[src/rtl/add_pipe_if.sv]
// Operand/result handshake bundle for add_pipe.
// The master drives the operands and out_ready; the slave (the adder) answers with results.
interface add_pipe_if #(
    parameter int WIDTH = 16
);
    logic             in_valid;
    logic             in_ready;
    logic [WIDTH-1:0] a;
    logic [WIDTH-1:0] b;
    logic             cin;
    logic             sub;
    logic             out_valid;
    logic             out_ready;
    logic [WIDTH-1:0] sum;
    logic             cout;
    logic             ovf;

    modport master (
        output in_valid, a, b, cin, sub, out_ready,
        input  in_ready, out_valid, sum, cout, ovf
    );

    modport slave (
        input  in_valid, a, b, cin, sub, out_ready,
        output in_ready, out_valid, sum, cout, ovf
    );
endinterface

[src/rtl/add_pipe.sv]
// Pipelined WIDTH-bit adder: one SLICE-bit slice per stage, valid/ready with a global stall.
// Optional subtraction is enabled by defining ADD_PIPE_SUB_EN.
module add_pipe #(
    parameter int WIDTH  = 16,
    parameter int STAGES = 4
) (
    input  logic          clk,
    input  logic          rst_n,
    add_pipe_if.slave     bus
);
    localparam int SLICE = WIDTH / STAGES;
    localparam int LAST  = STAGES - 1;

    if (STAGES < 1 || STAGES > WIDTH || (WIDTH % STAGES) != 0) begin : g_bad_cfg
        $error("add_pipe: WIDTH must be a multiple of STAGES and 1 <= STAGES <= WIDTH");
    end

    logic             adv;
    logic [WIDTH-1:0] b_eff;
    logic             cin_eff;

`ifdef ADD_PIPE_SUB_EN
    assign b_eff   = bus.sub ? ~bus.b : bus.b;
    assign cin_eff = bus.cin ^ bus.sub;
`else
    assign b_eff   = bus.b;
    assign cin_eff = bus.cin;
`endif

    // A full output register that is not being taken freezes every stage, bubbles included.
    assign adv          = !stg[LAST].v_r || bus.out_ready;
    assign bus.in_ready = adv;

    // Stage k consumes the lowest remaining operand slice; only unconsumed bits travel on.
    for (genvar k = 0; k < STAGES; k++) begin : stg
        localparam int LO   = k * SLICE;
        localparam int DONE = (k + 1) * SLICE;

        logic [WIDTH-LO-1:0] a_i;
        logic [WIDTH-LO-1:0] b_i;
        logic                c_i;
        logic                v_i;
        logic [DONE-1:0]     s_d;
        logic [SLICE:0]      part;

        logic                v_r;
        logic                c_r;
        logic [DONE-1:0]     s_r;

        if (k == 0) begin : g_src
            assign a_i = bus.a;
            assign b_i = b_eff;
            assign c_i = cin_eff;
            assign v_i = bus.in_valid;
        end else begin : g_src
            assign a_i = stg[k-1].g_fwd.a_r;
            assign b_i = stg[k-1].g_fwd.b_r;
            assign c_i = stg[k-1].c_r;
            assign v_i = stg[k-1].v_r;
        end

        assign part = {1'b0, a_i[SLICE-1:0]} + {1'b0, b_i[SLICE-1:0]} + {{SLICE{1'b0}}, c_i};

        if (k == 0) begin : g_sum
            assign s_d = part[SLICE-1:0];
        end else begin : g_sum
            assign s_d = {part[SLICE-1:0], stg[k-1].s_r};
        end

        always_ff @(posedge clk or negedge rst_n) begin
            if (!rst_n) begin
                v_r <= 1'b0;
                c_r <= 1'b0;
                s_r <= '0;
            end else if (adv) begin
                v_r <= v_i;
                c_r <= part[SLICE];
                s_r <= s_d;
            end
        end

        if (k < LAST) begin : g_fwd
            logic [WIDTH-DONE-1:0] a_r;
            logic [WIDTH-DONE-1:0] b_r;

            always_ff @(posedge clk or negedge rst_n) begin
                if (!rst_n) begin
                    a_r <= '0;
                    b_r <= '0;
                end else if (adv) begin
                    a_r <= a_i[WIDTH-LO-1:SLICE];
                    b_r <= b_i[WIDTH-LO-1:SLICE];
                end
            end
        end else begin : g_fin
            logic ovf_r;
            logic c_msb;

            // Carry into the MSB is recovered from the MSB sum bit and its operand bits.
            assign c_msb = a_i[SLICE-1] ^ b_i[SLICE-1] ^ part[SLICE-1];

            always_ff @(posedge clk or negedge rst_n) begin
                if (!rst_n) begin
                    ovf_r <= 1'b0;
                end else if (adv) begin
                    ovf_r <= c_msb ^ part[SLICE];
                end
            end
        end
    end

    assign bus.out_valid = stg[LAST].v_r;
    assign bus.sum       = stg[LAST].s_r;
    assign bus.cout      = stg[LAST].c_r;
    assign bus.ovf       = stg[LAST].g_fin.ovf_r;

endmodule

[src/flat_wrapper.sv]
// flat-port wrapper written by rule: the top's interface ports become plain ports
module add_pipe_flat 
#(
    parameter int WIDTH  = 16,
    parameter int STAGES = 4
)
  (clk, rst_n, bus_in_valid, bus_a, bus_b, bus_cin, bus_sub, bus_out_ready, bus_in_ready, bus_out_valid, bus_sum, bus_cout, bus_ovf);
  add_pipe_if #(.WIDTH(WIDTH)) bus_i ();
  input  logic clk;
  input  logic rst_n;
  input wire logic [$bits(bus_i.in_valid)-1:0] bus_in_valid;
  input wire logic [$bits(bus_i.a)-1:0] bus_a;
  input wire logic [$bits(bus_i.b)-1:0] bus_b;
  input wire logic [$bits(bus_i.cin)-1:0] bus_cin;
  input wire logic [$bits(bus_i.sub)-1:0] bus_sub;
  input wire logic [$bits(bus_i.out_ready)-1:0] bus_out_ready;
  output wire logic [$bits(bus_i.in_ready)-1:0] bus_in_ready;
  output wire logic [$bits(bus_i.out_valid)-1:0] bus_out_valid;
  output wire logic [$bits(bus_i.sum)-1:0] bus_sum;
  output wire logic [$bits(bus_i.cout)-1:0] bus_cout;
  output wire logic [$bits(bus_i.ovf)-1:0] bus_ovf;
  assign bus_i.in_valid = bus_in_valid;
  assign bus_i.a = bus_a;
  assign bus_i.b = bus_b;
  assign bus_i.cin = bus_cin;
  assign bus_i.sub = bus_sub;
  assign bus_i.out_ready = bus_out_ready;
  assign bus_in_ready = bus_i.in_ready;
  assign bus_out_valid = bus_i.out_valid;
  assign bus_sum = bus_i.sum;
  assign bus_cout = bus_i.cout;
  assign bus_ovf = bus_i.ovf;
  add_pipe #(.WIDTH(WIDTH), .STAGES(STAGES)) u_core (.clk(clk), .rst_n(rst_n), .bus(bus_i));
endmodule
[config.mk]
export PLATFORM = sky130hd
export DESIGN_NAME = add_pipe_flat
export DESIGN_NICKNAME = d
export VERILOG_FILES = /design/src/rtl/add_pipe_if.sv /design/src/rtl/add_pipe.sv /design/src/flat_wrapper.sv
export SDC_FILE = /design/constraint.sdc
export NUM_CORES = 1
export LEC_CHECK = 0
export BUFFER_PORTS_ARGS = -buffer_cell sky130_fd_sc_hd__buf_4
export CAP_MARGIN = 20
export CORE_MARGIN = 5
export CORE_UTILIZATION = 51
export DETAILED_ROUTE_END_ITERATION = 10
export PLACE_DENSITY_LB_ADDON = 0.2
export REMOVE_ABC_BUFFERS = 1
export SLEW_MARGIN = 20
export SYNTH_ARGS = -nofsm -noshare
export SYNTH_HDL_FRONTEND = slang
export SYNTH_SLANG_ARGS = --single-unit
[constraint.sdc]
create_clock -name clk -period 1.9 [get_ports clk]
set_input_delay 0 -clock clk [delete_from_list [all_inputs] [get_ports clk]]
set_output_delay 0 -clock clk [all_outputs]
set_load 0.05 [all_outputs]
==> Word level (Yosys, flattened, before mapping) <==
Index checks and enable logic that the tools add are counted.
{ "totals": {"ff_bits": 97, "wordCells": 32, "inputBits": 38, "output_inout_bits": 20} }
{ "op_classes": {"n_addsub": 8, "bitwise_logic": 3, "reduce_logical": 2} }
{ "op_table": {"columns": ["operator", "count"], "rows": [
  ["$add 4x4->5", 4],
  ["$add 5x1->5", 4],
  ["$xor 1x1->1", 3],
  ["$logic_not 1->1", 1],
  ["$logic_or 1x1->1", 1]
]} }

==> Depth between registers and ports, before layout <==
{ "logic_depth": {"ltp_word": 4, "ltp_mapped": 7, "depth_no_buf": 6} }

==> Worst setup path before layout <==
OpenSTA, ideal clock, no wires.
{ "synth_path": {"path_kind": "register to register", "from": "register u_core.stg[2].g_fwd.b_r[0]", "to": "register u_core.stg[3].g_fin.ovf_r (netlist: u_core.bus.ovf)", "setup_slack_ns": -0.007, "period_less_slack_ns": 1.907, "required_ns": 1.780, "n_path_buf": 0, "t_arrival_ns": 1.787, "setup_ns": 0.120, "stages_incl_launch_ff": 7, "cell_sequence": "dfrtp_1 -> fa_1 -> fa_1 -> a21o_1 -> a21oi_1 -> xnor2_1 -> o21ai_2"} }
{ "synth_via": {"elab_chain_cells": 4} }
{ "synth_rtl": {"columns": ["element", "line", "text"], "rows": [
  ["start, declared", "add_pipe.sv:84", "logic [WIDTH-DONE-1:0] b_r;"],
  ["start signal, assigned", "add_pipe.sv:92", "b_r <= b_i[WIDTH-LO-1:SLICE];"],
  ["$add 4x4->5 *", "add_pipe.sv:62", "assign part = {1'b0, a_i[SLICE-1:0]} + {1'b0, b_i[SLICE-1:0]} + {{SLICE{1'b0}}, c_i};"],
  ["$add 5x1->5 *", "add_pipe.sv:62", null],
  ["$xor 1x1->1", "add_pipe.sv:100", "assign c_msb = a_i[SLICE-1] ^ b_i[SLICE-1] ^ part[SLICE-1];"],
  ["$xor 1x1->1 *", "add_pipe.sv:106", "ovf_r <= c_msb ^ part[SLICE];"],
  ["end signal, assigned", "add_pipe.sv:106", null],
  ["end, declared", "add_pipe.sv:96", "logic ovf_r;"]
]} }
Every way passes the cells marked *; elsewhere a longest branch is shown, timed or not.
A chain may end at the register's enable or synchronous reset.

==> Worst setup path in the final report <==
{ "layout_path": {"from": "register u_core.stg[2].c_r", "to": "register u_core.stg[3].g_fin.ovf_r (netlist: u_core.bus.ovf)"} }
{ "layout_via": {"elab_chain_cells": 3} }
{ "layout_rtl": {"columns": ["element", "line", "text"], "rows": [
  ["start, declared", "add_pipe.sv:47", "logic c_r;"],
  ["start signal, assigned", "add_pipe.sv:77", "c_r <= part[SLICE];"],
  ["$add 5x1->5 *", "add_pipe.sv:62", null],
  ["$xor 1x1->1", "add_pipe.sv:100", null],
  ["$xor 1x1->1 *", "add_pipe.sv:106", null]
]} }
Marks and branches as above.

==> run_results.csv <==
group,metric,value,unit
global_routing,grt_first_pass_wirelength,13600,um
drt,post_drt_via_cell_ratio,4.71,
final_layout,final_core_util,66.1,%
synth,synth_area,4140,um^2
worst_setup_path,crit_path_cell_trace,"fa_2 -> fa_2 -> a21o_1 -> a21oi_2 -> xnor2_2 -> o21ai_2",
global_routing,grt_pass1_vias,3142,
worst_setup_path,critPathMaxStageDelay,420,ps
clocking,cts.path.max_buffers,2,
clocking,numClockSinks,97,
placement,routabilityCongestion,0.754,
synth,synth_largest_area_cell,"sky130_fd_sc_hd__dfrtp_1",
worst_setup_path,arrival,2110,ps
synth,yosys.cell_count.top_type,"sky130_fd_sc_hd__nand2_1",
sta,setup_violations,0,
synth,combinational_family_with_the_most_area_after_synthesis,"simple AND/OR/NAND/NOR gates",
sta,setup_ws,39.9,ps
clocking,cts_root_buf,"sky130_fd_sc_hd__clkbuf_8",
drt,dr.pass1.iters,4,
floorplanning,initial_utilization,53.1,%
global_routing,globalRoute.totalOverflow,0,
floorplanning,die_area,10000,um^2
worst_setup_path,critical_path.endpoint_type,"flop",
floorplanning,core_area,7810,um^2
synth,gate_count_after_technology_mapping,447,
synth,post_synth_main_area_contributors,"sky130_fd_sc_hd__dfrtp_1, sky130_fd_sc_hd__nand2_1, sky130_fd_sc_hd__fa_1",
final_layout,nNetsFinal,588,
drt,route.final.wire_length,7630,um
sta,timing.final.max_slew_violations,0,
synth,yosys_register_bits,97,
placement,port-buffer-count,56,
synth,post_synth.cell_area_avg,9.27,um^2
sta,grt_setup_unrepaired,"yes",
synth,synth.distinct_cells,18,
floorplanning,chipHeight,100,um
final_layout,antenna_cells_inserted,0,
global_routing,grt_util_all_layers,16.8,%
final_layout,synthToLayoutAreaGrowth,24.5,%
sta,upper_clock_frequency_limit,0.538,GHz
worst_setup_path,timing.critical_path.required,2150,ps
sta,finalHoldViolations,0,
final_layout,layout.filler_cells,656,
sta,max_slew.worst_pin.slew,440,ps
synth,ys_warn_count,0,
final_layout,layout.cells.non_filler,637,
drt,antenna_left,0,
final_layout,area.sequential,2430,um^2
worst_setup_path,cp-start-kind,"flop",
clocking,ctsHtreeMaxLevel,3,
floorplanning,die_width,100,um
global_routing,grt_max_degree,83,
job,max-cap-violations,0,
drt,drt_first_iter_violations,54,
floorplanning,placementRows,32,
min_path,holdCritPathClass,"primary input to flop",
synth,synth_mux_area_share,0,%
global_routing,antenna_violations_before_repair,0,
drt,num_vias,3003,
pwr,worst_ir_drop_vdd,1090,uV
clocking,tritoncts_clock_tree,"done",
sta,min_period,1860,ps
pwr,p_per_area,1610,nW/um^2
sta,worst_clock_skew,9.37,ps
clocking,insertion_delay,360,ps
worst_setup_path,cell_with_the_biggest_individual_delay_on_the_critical_path,"sky130_fd_sc_hd__fa_2",
clocking,cts_buffers,9,
synth,yosys_most_used_dff,"sky130_fd_sc_hd__dfrtp_1",
placement,numPlacedInstances,593,
run_status,status,"finished, final reports clean",
synth,yosysSeqAreaShare,58.6,%
sta,maxSlewHeadroom,70.7,%
worst_setup_path,path_delay_family,"adder cells",
placement,detailedPlacementHpwl,5190,um
worst_setup_path,critical_path_class,"flop to flop",
synth,ys_top_cells_by_count,"sky130_fd_sc_hd__nand2_1, sky130_fd_sc_hd__dfrtp_1, sky130_fd_sc_hd__a21oi_1, sky130_fd_sc_hd__o21ai_0",
final_layout,ratio_of_cells_with_drive_above_1_in_the_final_layout,17.0,%
drt,wl_per_cell,12.0,um
synth,synth-simple-area-share,23.8,%
final_layout,multiInputGateArea,1570,um^2
synth,synth_xor_xnor_area_share,1.48,%
placement,dp_slack,-157,ps
drt,number_of_remaining_drc_errors,0,
synth,synth_compound_area_share,4.44,%
worst_setup_path,crit_fanout,2,
worst_setup_path,critical-path-top-cell-by-count,"sky130_fd_sc_hd__fa_2",
floorplanning,ios,58,
clocking,clk_pin_slew_worst_paths,90,ps
worst_setup_path,cp_num_buf_inv,0,
sta,period_share,97.9,%
synth,synth-async-reset-ratio,100,%
synth,synthDominantCellAreaShare,58.6,%
synth,synth_edf_count,0,
pwr,cellLeakagePower,0.00275,uW
synth,synthAdderAreaFrac,7.49,%
metal layers:
metal	wire, um	up-vias	global-route usage, %
met5	0	-	0
met4	152	0	6.94
met3	308	14	2.99
met2	3750	50	28.4
met1	3430	1405	21.3
li1	-	1534	-
timing repair:
item                                   4_1_cts  5_1_grt
setup buffers                                0        2
setup endpoints to repair                    2        2
hold buffers                                26        0
gates cloned                                 0        0
pin swaps                                    0        2
gates resized for setup                      3        3
endpoints found under the hold margin      122        0
sequential cells by signal, summed over array words and instances, names as in the netlist:
name	cells
u_core.bus.cout	1
u_core.bus.out_valid	1
u_core.bus.ovf	1
u_core.bus.sum	16
u_core.stg.c_r	3
u_core.stg.g_fwd.a_r	24
u_core.stg.g_fwd.b_r	24
u_core.stg.s_r	24
u_core.stg.v_r	3
per-stage QoR:
step                      TNS [ps]  power, uW  area (um^2)  hold slack (ps)
after CTS                        0       8310         5130             28.8
after global routing         -39.0       9000         5160             53.8
after detailed placement      -184       7000         4680            -77.9
final                            0       8290         5160             39.5
after global placement       -60.6       6820         4680            -81.1
after floorplan            -351590       5910         4010             -296
where the power goes:
part	total, uW	leakage (uW)	switching (uW)	internal [uW]
sequential	3490	0.00117	524	2960
clock	1230	0.0000846	683	546
combinational	3580	0.00150	2170	1410
total	8290	0.00275	3380	4920
cell type report:
cell class	count	share of cell area (%)
Inverter	9	0.703
Timing Repair Buffer	93	15.8
Clock buffer	12	3.01
Multi-Input combinational cell	320	30.5
Tap cell	102	2.47
Sequential cell	97	47.1
Clock inverter	4	0.534
worst min-delay path, delay by kind of cell:
family	cells	cell delay [ps]
adders and majority gates	1	160
and+or+nand+nor	2	120
buffers and inverters	1	80
cell usage in the layout, fill, tap and decap left out, drive strengths merged:
master	synthesis	layout
nand2	247	247
dfrtp	97	97
buf	21	67
dlygate4sd3	0	26
o21ai	14	14
a21oi	13	13
ha	12	12
clkbuf	0	12
nor2	9	9
inv	9	9
fa	8	8
a21o	6	6
xor2	4	4
clkinvlp	0	3
nor2b	3	3
xnor2	3	3
nand2b	1	1
clkinv	0	1
final timing paths:
kind,start,endpoint,slack [ps],depth (start not counted)
hold reg to reg,u_core.bus.sum[11],u_core.bus.sum[11],470,2
hold / removal,bus_a[0],u_core.stg[0].s_r[0],40,4
min in group asynchronous,rst_n,u_core.stg[2].s_r[0],80,2
setup / recovery,u_core.stg[2].c_r,u_core.bus.ovf,40,6
setup reg to reg,u_core.stg[2].c_r,u_core.bus.ovf,40,6
max in group asynchronous,rst_n,u_core.stg[0].c_r,1240,3
cells by family after synthesis:
kind of cell,count (synthesis)
xor+xnor,7
fa+ha+maj,20
flops,97
simple gates,260
buf+inv,30
compound gates,33
(Power assumes the default switching activity.)
